## src/rtl/demux_1_32_pkg.sv

```systemverilog
// Shared constants and state encoding for the 1:32 write demux and its 32:1 read mux partner.
package demux_1_32_pkg;

    localparam int DMX_WIDTH     = 16;
    localparam int DMX_ADDR_BITS = 5;
    localparam int DMX_DEPTH     = 1 << DMX_ADDR_BITS;

    // One-hot encoding keeps the two unused codes distinct so they can be caught and recovered.
    typedef enum logic [1:0] {
        ST_IDLE  = 2'b01,
        ST_CLEAR = 2'b10
    } state_t;

endpackage

```

## src/rtl/decoder_5_32.sv

```systemverilog
// Combinational binary-to-one-hot decoder; shared by the write path and the clear sweep.
module decoder_5_32
    import demux_1_32_pkg::*;
#(
    parameter int ADDR_BITS = DMX_ADDR_BITS
) (
    input  logic [ADDR_BITS-1:0]      i_addr,
    output logic [(1<<ADDR_BITS)-1:0] o_onehot
);

    // NOTE: default every combinational output before the conditional assignment so no latch is inferred.
    always_comb begin
        o_onehot         = '0;
        o_onehot[i_addr] = 1'b1;
    end

endmodule

```

## src/rtl/demux_1_32.sv

```systemverilog
// 1:32 write demux: handshaked writes into 32 registered words, plus a one-word-per-cycle clear sweep.
module demux_1_32
    import demux_1_32_pkg::*;
#(
    parameter int WIDTH     = DMX_WIDTH,
    parameter int ADDR_BITS = DMX_ADDR_BITS,
    localparam int DEPTH    = 1 << ADDR_BITS
) (
    input  logic                   Clk,
    input  logic                   Reset,
    input  logic                   WrValid,
    output logic                   WrReady,
    input  logic [ADDR_BITS-1:0]   WrAddr,
    input  logic [WIDTH-1:0]       WrData,
    input  logic                   ClrReq,
    output logic                   Busy,
    output logic [DEPTH-1:0]       Strobe,
    output logic [DEPTH*WIDTH-1:0] Q
);

    state_t                r_state;
    state_t                w_state_next;
    logic [ADDR_BITS-1:0]  r_count;
    logic [WIDTH-1:0]      r_mem [DEPTH];
    logic [DEPTH-1:0]      r_strobe;

    logic                  w_idle;
    logic                  w_clearing;
    logic                  w_accept;
    logic                  w_update;
    logic [ADDR_BITS-1:0]  w_dec_addr;
    logic [DEPTH-1:0]      w_onehot;
    logic [WIDTH-1:0]      w_wr_data;

    assign w_idle     = (r_state == ST_IDLE);
    assign w_clearing = (r_state == ST_CLEAR);
    assign WrReady    = w_idle && !ClrReq;
    assign Busy       = w_clearing;
    assign w_accept   = WrValid && WrReady;
    assign w_update   = w_accept || w_clearing;
    assign w_dec_addr = w_clearing ? r_count : WrAddr;
    assign w_wr_data  = w_clearing ? '0 : WrData;

    decoder_5_32 #(.ADDR_BITS(ADDR_BITS)) u_decoder (
        .i_addr   (w_dec_addr),
        .o_onehot (w_onehot)
    );

    always_comb begin
        w_state_next = r_state;
        case (r_state)
            ST_IDLE:  if (ClrReq) w_state_next = ST_CLEAR;
            ST_CLEAR: if (&r_count) w_state_next = ST_IDLE;
            default:  w_state_next = ST_IDLE;
        endcase
    end

    // NOTE: sequential state uses non-blocking assignments so every flop samples pre-edge values.
    always_ff @(posedge Clk or posedge Reset) begin
        if (Reset) begin
            r_state  <= ST_IDLE;
            r_count  <= '0;
            r_strobe <= '0;
        end else begin
            r_state  <= w_state_next;
            r_strobe <= w_update ? w_onehot : '0;
            if (w_clearing) r_count <= r_count + 1'b1;
        end
    end

    // NOTE: the word array is flops, not RAM, because reset must zero every word asynchronously.
    always_ff @(posedge Clk or posedge Reset) begin
        if (Reset) begin
            for (int i = 0; i < DEPTH; i++) r_mem[i] <= '0;
        end else begin
            for (int i = 0; i < DEPTH; i++) begin
                if (w_update && w_onehot[i]) r_mem[i] <= w_wr_data;
            end
        end
    end

    assign Strobe = r_strobe;

    for (genvar g = 0; g < DEPTH; g++) begin : g_q
        assign Q[g*WIDTH +: WIDTH] = r_mem[g];
    end

endmodule

```

## config.mk

```make
export PLATFORM = sky130hd
export DESIGN_NAME = demux_1_32
export DESIGN_NICKNAME = d
export VERILOG_FILES = /design/src/rtl/demux_1_32_pkg.sv /design/src/rtl/decoder_5_32.sv /design/src/rtl/demux_1_32.sv
export SDC_FILE = /design/constraint.sdc
export NUM_CORES = 1
export LEC_CHECK = 0
export CORE_AREA = 2 2 219 221
export CTS_CLUSTER_DIAMETER = 100
export DETAILED_ROUTE_END_ITERATION = 8
export DIE_AREA = 0 0 221 223
export HOLD_SLACK_MARGIN = 0.1
export PLACE_DENSITY_LB_ADDON = 0.08
export SLEW_MARGIN = 10
export SYNTH_ARGS = -nofsm -noshare
export SYNTH_HDL_FRONTEND = slang
export SYNTH_SLANG_ARGS = --single-unit
export TNS_END_PERCENT = 1
```

## constraint.sdc

```tcl
create_clock -name Clk -period 43.2 [get_ports Clk]
set_clock_uncertainty 0.15 [all_clocks]
set_input_delay 4.32 -clock Clk [delete_from_list [all_inputs] [get_ports Clk]]
set_output_delay 4.32 -clock Clk [all_outputs]
set_load 0.02 [all_outputs]
```

# Yosys cells after proc, flatten, opt, wreduce, memory -nomap -nowiden
# Index checks and enable logic that the tools add are counted.
dict set report classes {
  n_reduce_logical 39
  muxes 8
  addsub 1
  n_eq_ne 4
  magnitude_cmp 2
}
# cell count
set op_table {}
lappend op_table {{$logic_and A1 B1 Y1} 35}
lappend op_table {{$mux W32} 1}
lappend op_table {{$mux W16} 1}
lappend op_table {{$lt A5 B6 Y1 const B} 1}
lappend op_table {{$add A5 B1 Y5 const B} 1}
lappend op_table {{$demux W1 S5} 1}
lappend op_table {{$ge A5 B1 Y1 const B} 1}
lappend op_table {{$mux W5} 1}
lappend op_table {{$reduce_and A5 Y1} 1}
lappend op_table {{$mux W2} 2}
lappend op_table {{$pmux W2 S2} 1}
lappend op_table {{$eq A2 B1 Y1 const B} 1}
lappend op_table {{$eq A2 B2 Y1 const B} 1}
lappend op_table {{$ne A2 B1 Y1 const B} 1}
lappend op_table {{$ne A2 B2 Y1 const B} 1}
lappend op_table {{$reduce_and A2 Y1} 1}
lappend op_table {{$logic_not A1 Y1} 1}
lappend op_table {{$logic_or A1 B1 Y1} 1}
lappend op_table {{$mux W1} 1}
dict set report word_totals {
  wordCells 89
  out_inout_bits 546
  inputBits 25
  register_bits 551
}

# Longest topological paths before layout
# Gate-level depths: netlist of the first run.
dict set report depth {
  depth_word 7
  mapped_depth 8
}

# Modules after synthesis
# From an unflattened synthesis of the first run, not the netlist that was laid out.
dict set report hier_totals {
  hier_cells 1399
  area_unflattened_um2 20724.9
}
# mod area_per_inst_um2 cells_each n_inst
set by_module_without_submodules {}
lappend by_module_without_submodules {demux_1_32 20510.9 1352 1}
lappend by_module_without_submodules {decoder_5_32 214.0 47 1}

# Worst setup path before layout of the first run
# Ideal clock, no wire load.
dict set report synth_timing {
  path_type {input-to-output}
  from {input ClrReq}
  to {output WrReady}
  arrival_ns 4.691
  required_ns 38.730
  setup_slack_ns 34.039
  stages 1
  n_path_buf 0
  cell_sequence {nor3b_2}
}
dict set report synth_via {
  elab_chain_cells 2
}
# element line
set synth_lines {}
lappend synth_lines {{start: declaration} demux_1_32.sv:15} ;# input logic ClrReq,
lappend synth_lines {{$logic_not A1 Y1} demux_1_32.sv:37} ;# assign WrReady = w_idle && !ClrReq;
lappend synth_lines {{$logic_and A1 B1 Y1} demux_1_32.sv:37}
lappend synth_lines {{end: declaration} demux_1_32.sv:12} ;# output logic WrReady,
# No other way between the ends.

# Worst setup path after layout of the first run
# Same ends and word-level chain as after synthesis.

==> results of run 1 <==
-- registers in the layout (all words and copies together), names as in the netlist --
signal and flops:
Q 512, Strobe 32, r_state 2, r_count 5
-- cells in the final DEF, fill, tap and decap left out, types with 2 or more instances in the layout --
master / netlist / layout
and2_1: 16 / 12
dfrtp_1: 550 / 550
nand2_1: 11 / 11
clkinv_2: 0 / 8
buf_4: 5 / 41
nor4_4: 21 / 21
mux2_2: 441 / 441
clkbuf_16: 0 / 59
a31o_2: 2 / 2
and2_2: 0 / 4
clkdlybuf4s50_1: 0 / 570
inv_1: 15 / 14
o21a_1: 2 / 2
and4bb_2: 2 / 2
a31oi_2: 3 / 2
xnor2_1: 2 / 2
nor2_1: 2 / 2
nand4_4: 9 / 9
clkbuf_8: 0 / 20
diode_2: 0 / 2
clkbuf_1: 35 / 13
inv_6: 1 / 2
mux2_1: 39 / 39
mux2_4: 37 / 37
ha_1: 2 / 2
mux2i_4: 2 / 3
mux2i_2: 2 / 2
-- worst paths after layout --
check	startpoint	to	slack [ns]
max	ClrReq	WrReady	32.99
min	Q[498]$_DFFE_PP0P_	Q[498]$_DFFE_PP0P_	0.33
max reg2reg	r_state[1]$_DFFE_PP0P_	Q[483]$_DFFE_PP0P_	39.68
min reg2reg	Q[498]$_DFFE_PP0P_	Q[498]$_DFFE_PP0P_	0.33
max in group asynchronous	Reset	Q[373]$_DFFE_PP0P_	36.41
min in group asynchronous	Reset	Q[33]$_DFFE_PP0P_	4.12
-- worst max-delay path: stages --
cell and delay, ns:
clkdlybuf4s50_1 0.46, nor3b_2 0.30, clkdlybuf4s50_1 0.67
-- cell type report --
type                            instances  area, µm²  share of cell area [%]
Sequential cell                       551      13790                   46.49
Multi-Input combinational cell        605       7097                   23.93
Timing Repair Buffer                  612       6041                   20.37
Clock buffer                           92       1800                   6.070
Tap cell                              615      769.5                   2.594
Clock inverter                         11      86.33                  0.2911
Inverter                               16      72.57                  0.2447
Antenna cell                            2      5.005                 0.01687
-- power by group through the flow --
stage                     logic (mW)  clock network, mW  registers (mW)
after global placement         0.453                  0           0.639
after detailed placement       0.457                  0           0.642
after floorplan                0.148                  0           0.727
after CTS                      0.459              0.501           0.634
after global routing           0.474              0.521           0.644
final                          0.452              0.491           0.634
-- routing by layer --
| metal | wire length, µm | vias to the layer above | global-route usage [%] |
|---|---|---|---|
| met5 | 0 | - | 0 |
| met4 | 2467 | 0 | 9.548 |
| met3 | 5015 | 115 | 8.271 |
| met2 | 30460 | 421 | 42.03 |
| met1 | 26210 | 6840 | 33.22 |
| li1 | - | 5606 | - |
-- cells by family after synthesis --
| family | share of synthesized area [%] |
|---|---|
| DFF | 64.27 |
| buffers and inverters | 2.793 |
| xor gates and xnor gates | 0.08166 |
| muxes | 28.17 |
| AOI/OAI and AO/OA | 0.3499 |
| adders and majority gates | 0.1166 |
| and+or+nand+nor | 4.222 |
-- stage by stage --
| step | hold slack (ns) | worst slack (ns) |
|---|---|---|
| 4_1_cts | 0.3377 | 32.98 |
| 3_5_place_dp | 0.3238 | 33.00 |
| 5_1_grt | 0.3414 | 32.95 |
| 6_report | 0.3326 | 32.99 |
| 3_3_place_gp | 0.3178 | 33.01 |
| 2_1_floorplan | 0.3340 | 23.33 |
==> impl_metrics.csv, run 1 <==
group,metric,value,unit
status,status,"finished, final reports clean",
detailed_routing,drc_errors,0,
pwr,clockPowerShare,31.1,%
floorplanning,die_h,223,µm
critical_path,critPathKind,"input port to primary output",
clock_tree,clk_pin_slew,0.06,ns
floorplanning,design.portCount,571,
pwr,p_sw_share,31.42,%
yosys,synthesis.area,0.02146,mm²
global_routing,grt_start_max_net_pins,138,
detailed_routing,wirelength,64150,µm
global_routing,groute.usage.overall,26.09,%
clock_tree,clockBufferDepth,3,
place,numPortBuffers,570,
global_routing,grt_first_pass_wirelength,95340,µm
clock_tree,clkSinkCount,551,
yosys,synth_fp_nets,1291,
pwr,power_frac_seq,40.2,%
yosys,synth_async_sr_flop_share,100.0,%
yosys,yosysWarnings,0,
finish,design_area,0.02966,mm²
yosys,synth_edf_count,0,
detailed_routing,first_iter_violations,638,
detailed_routing,vias,12980,
global_routing,grt-ovfl-total,0,
finish,utilization,62.91,%
global_routing,grt_pass1_vias,13690,
yosys,synth_top_area_share,64.15,%
clock_tree,post_cts_resized,0,
detailed_routing,drtPass1Iterations,4,
yosys,ys_top_cells_by_count,"dfrtp_1 (550), mux2_2 (441), mux2_1 (39)",
critical_path,required,38.73,ns
place,globalplace.congestion,0.7800,
pwr,power.leakage,14.08,nW
finish,area_growth,38.24,%
finish,fin_cells,2504,
pwr,cellInternalPower,1.081,mW
critical_path,critPathMaxFanout,3,
floorplanning,initial_core_util,45.51,%
timing,max_clock_freq,97.91,MHz
timing,hold_viol,0,
yosys,ys_seq_area_share,64.27,%
yosys,yosysTopAreaCell,"dfrtp_1",
hold_path,min-delay-path-class,"flop to flop",
clock_tree,cts-htree-levels,2,
flow_run,maxCapViolCount,0,
finish,fill_cells,3674,
floorplanning,num_rows,80,
pwr,ir_drop,0.04087,mV
clock_tree,cts_buffers,57,
timing,drv_slew,0,
yosys,synth_cells,1264,
timing,grt_setup_unrepaired,"no",
pwr,combPwrFrac,28.7,%
clock_tree,clk_latency,0.60,ns
place,post_dp_cell_area,0.02774,mm²
timing,finalSetupViolCount,0,
floorplanning,core,0.04715,mm²
critical_path,cp-start-kind,"input port",
timing,fin_crit,10.21,ns
floorplanning,fp.dieW,221,µm
place,dp_cells,2398,
yosys,synth_cell_types,37,
yosys,synth_most_common_cell,"dfrtp_1",
place,dpl.hpwl,43380,µm
clock_tree,hold_buffers,0,
clock_tree,cts_root_buffer,"clkbuf_16",
yosys,synthFlopType,"dfrtp_1",
clock_tree,cts_tree,"done",
timing,fin_setup_tns,0,ns
critical_path,cp.arrival,5.74,ns
yosys,synth_area_leaders,"dfrtp_1 (64%), mux2_2 (23%), mux2_4 (2.6%)",
finish,finalNetCount,1870,
timing,worst_slew_pin_slew,1.049,ns
critical_path,end_kind,"primary output",
critical_path,rr_worst_depth,4,
pwr,p_switching,0.4954,mW
clock_tree,cts_setup_buffers,0,
detailed_routing,ant_nets,0,
timing,fin_crit_sh,23.64,%
hold_path,holdPathStages,1,
yosys,synth-seq-cells,551,
floorplanning,die_area,0.04928,mm²
pwr,power-per-cell-area,53.16,mW/mm²
pwr,power,1.577,mW
detailed_routing,via_per_inst,5.185,
timing,slew_headroom,30.09,%
global_routing,antenna_found_initial,2,
yosys,syn_avg_cell_area,16.97,µm²
finish,drive_above_1_share,35.14,%
detailed_routing,wl_per_cell,25.62,µm
Note: power is estimated with default switching activity, not from simulation.
==> inputs of run 2 (changes only) <==
==> constraint.sdc (replaced) <==
create_clock -name Clk -period 9.4 [get_ports Clk]
set_clock_uncertainty 0.15 [all_clocks]
set_input_delay 0.94 -clock Clk [delete_from_list [all_inputs] [get_ports Clk]]
set_output_delay 0.94 -clock Clk [all_outputs]
set_load 0.02 [all_outputs]
==> impl_metrics.csv, run 2 (synthesis gave the netlist of run 1 again) <==
group,metric,value,unit
detailed_routing,drtPass1Iterations,4,
timing,slew_headroom,22.05,%
timing,finalSetupViolCount,0,
critical_path,cp.arrival,4.04,ns
timing,hold_viol,0,
critical_path,crit_slowest_cell,"o21ai_2",
finish,area_growth,37.95,%
clock_tree,clk_latency,0.60,ns
place,pre_cts_slack,5.067,ns
critical_path,cp_num_buf_inv,1,
global_routing,grt_first_pass_wirelength,94810,µm
critical_path,critPathKind,"input port to flop",
floorplanning,core,0.04715,mm²
finish,layout_common_cells,"clkdlybuf4s50_1 (570), dfrtp_1 (550), mux2_2 (441)",
global_routing,grt_pass1_vias,13440,
clock_tree,cts_setup_buffers,0,
floorplanning,initial_core_util,45.51,%
critical_path,required,9.74,ns
detailed_routing,via_per_inst,5.162,
finish,drive_above_1_share,34.38,%
hold_path,min-delay-path-class,"flop to flop",
place,numPortBuffers,570,
floorplanning,fp.dieW,221,µm
timing,worst_slew_pin_slew,1.169,ns
critical_path,crit_chain,"clkdlybuf4s50_1, or4bb_1, o21ai_2, nand4_2, mux2_2",
floorplanning,num_rows,80,
timing,fin_crit,3.703,ns
timing,fin_setup_tns,0,ns
timing,fin_crit_sh,39.39,%
clock_tree,hold_buffers,0,
detailed_routing,first_iter_violations,542,
floorplanning,design.portCount,571,
global_routing,groute.usage.overall,25.97,%
clock_tree,cts-htree-levels,2,
clock_tree,cts_root_buffer,"clkbuf_16",
clock_tree,clkSinkCount,551,
floorplanning,die_area,0.04928,mm²
pwr,ir_drop,0.1796,mV
detailed_routing,wirelength,64330,µm
critical_path,path_delay_family,"simple AND/OR/NAND/NOR gates",
detailed_routing,vias,12900,
global_routing,antenna_found_initial,2,
place,globalplace.congestion,0.7915,
clock_tree,post_cts_resized,0,
global_routing,grt-ovfl-total,0,
critical_path,slowest_delay,0.78,ns
status,status,"finished, final reports clean",
clock_tree,cts_buffers,57,
place,dpl.hpwl,43700,µm
pwr,power.leakage,14.02,nW
detailed_routing,ant_nets,0,
floorplanning,die_h,223,µm
pwr,power-per-cell-area,244.2,mW/mm²
critical_path,cp-start-kind,"input port",
finish,finalNetCount,1867,
flow_run,maxCapViolCount,0,
critical_path,critPathMaxFanout,17,
detailed_routing,wl_per_cell,25.74,µm
timing,finalWorstSetupSlack,5.697,ns
timing,grt_setup_unrepaired,"no",
clock_tree,clk_pin_slew,0.06,ns
detailed_routing,drc_errors,0,
timing,drv_slew,0,
clock_tree,cts_tree,"done",
clock_tree,clockBufferDepth,3,
finish,final_common_cell,"clkdlybuf4s50_1",
timing,max_clock_freq,270.1,MHz
finish,largest_reg_flops,512,
critical_path,end_kind,"flop",
global_routing,grt_start_max_net_pins,193,
==> run 2: changes by cell type in the layout (fill, tap and decap cells not counted), moves of 3 or more <==
cell and change:
buf_12 +3, clkbuf_8 -12, clkinv_2 -4, clkbuf_1 +11, buf_4 -5, bufinv_16 +3
==> run 2: final timing paths <==
check                           depth (start not counted)              endpoint  slack [ns]              startpoint
worst min-delay path                                    1    Q[307]$_DFFE_PP0P_        0.33      Q[307]$_DFFE_PP0P_
min in group asynchronous                               3  Strobe[19]$_DFF_PP0_        0.91                   Reset
worst min register to register                          1    Q[307]$_DFFE_PP0P_        0.33      Q[307]$_DFFE_PP0P_
max in group asynchronous                               4    Q[360]$_DFFE_PP0P_        6.69                   Reset
worst max register to register                          4    Q[484]$_DFFE_PP0P_        6.04  r_state[1]$_DFFE_PP0P_
worst max-delay path                                    5    Q[484]$_DFFE_PP0P_        5.70                 WrValid
==> run 2: metal layers <==
layer | global-route usage (%) | vias up | wire length [µm]
li1 | - | 5613 | -
met1 | 33.13 | 6789 | 26850
met2 | 41.34 | 400 | 30580
met3 | 8.969 | 99 | 4712
met4 | 9.158 | 0 | 2197
met5 | 0 | - | 0
==> run 2: area by class of cell <==
cell class                 instances  area (µm²)
tap                              615       769.5
multi-input combinational        605        7097
clock inverter                    10       156.4
clock buffer                      91        1677
fill                            3600       17550
sequential                       551       13790
antenna                            2       5.005
timing repair buffer             609        6036
inverter                          16       68.82
==> run 2: metrics by stage <==
stage	total power [mW]	instance area [µm²]	cells	util (%)	hold slack [ns]
floorplan	4.020	21460	1264	-	0.3340
global placement	5.024	27760	2396	58.88	0.3183
detailed placement	5.062	27760	2396	58.88	0.3237
CTS	7.307	29590	2497	62.77	0.3360
global route	7.511	29600	2499	62.78	0.3442
finish	7.227	29600	2499	62.78	0.3331
==> run 2: power by group <==
part / switching [mW] / total [mW] / internal [mW]
clock network: 0.906 / 2.23 / 1.32
logic: 1.16 / 2.09 / 0.923
registers: 0.195 / 2.91 / 2.72
==> run 2: worst reg2reg max path: stages, from the launching register on <==
cell     delay, ns
dfrtp_1       0.48
or4bb_1       0.60
o21ai_2       0.78
nand4_2       0.74
mux2_2        0.50
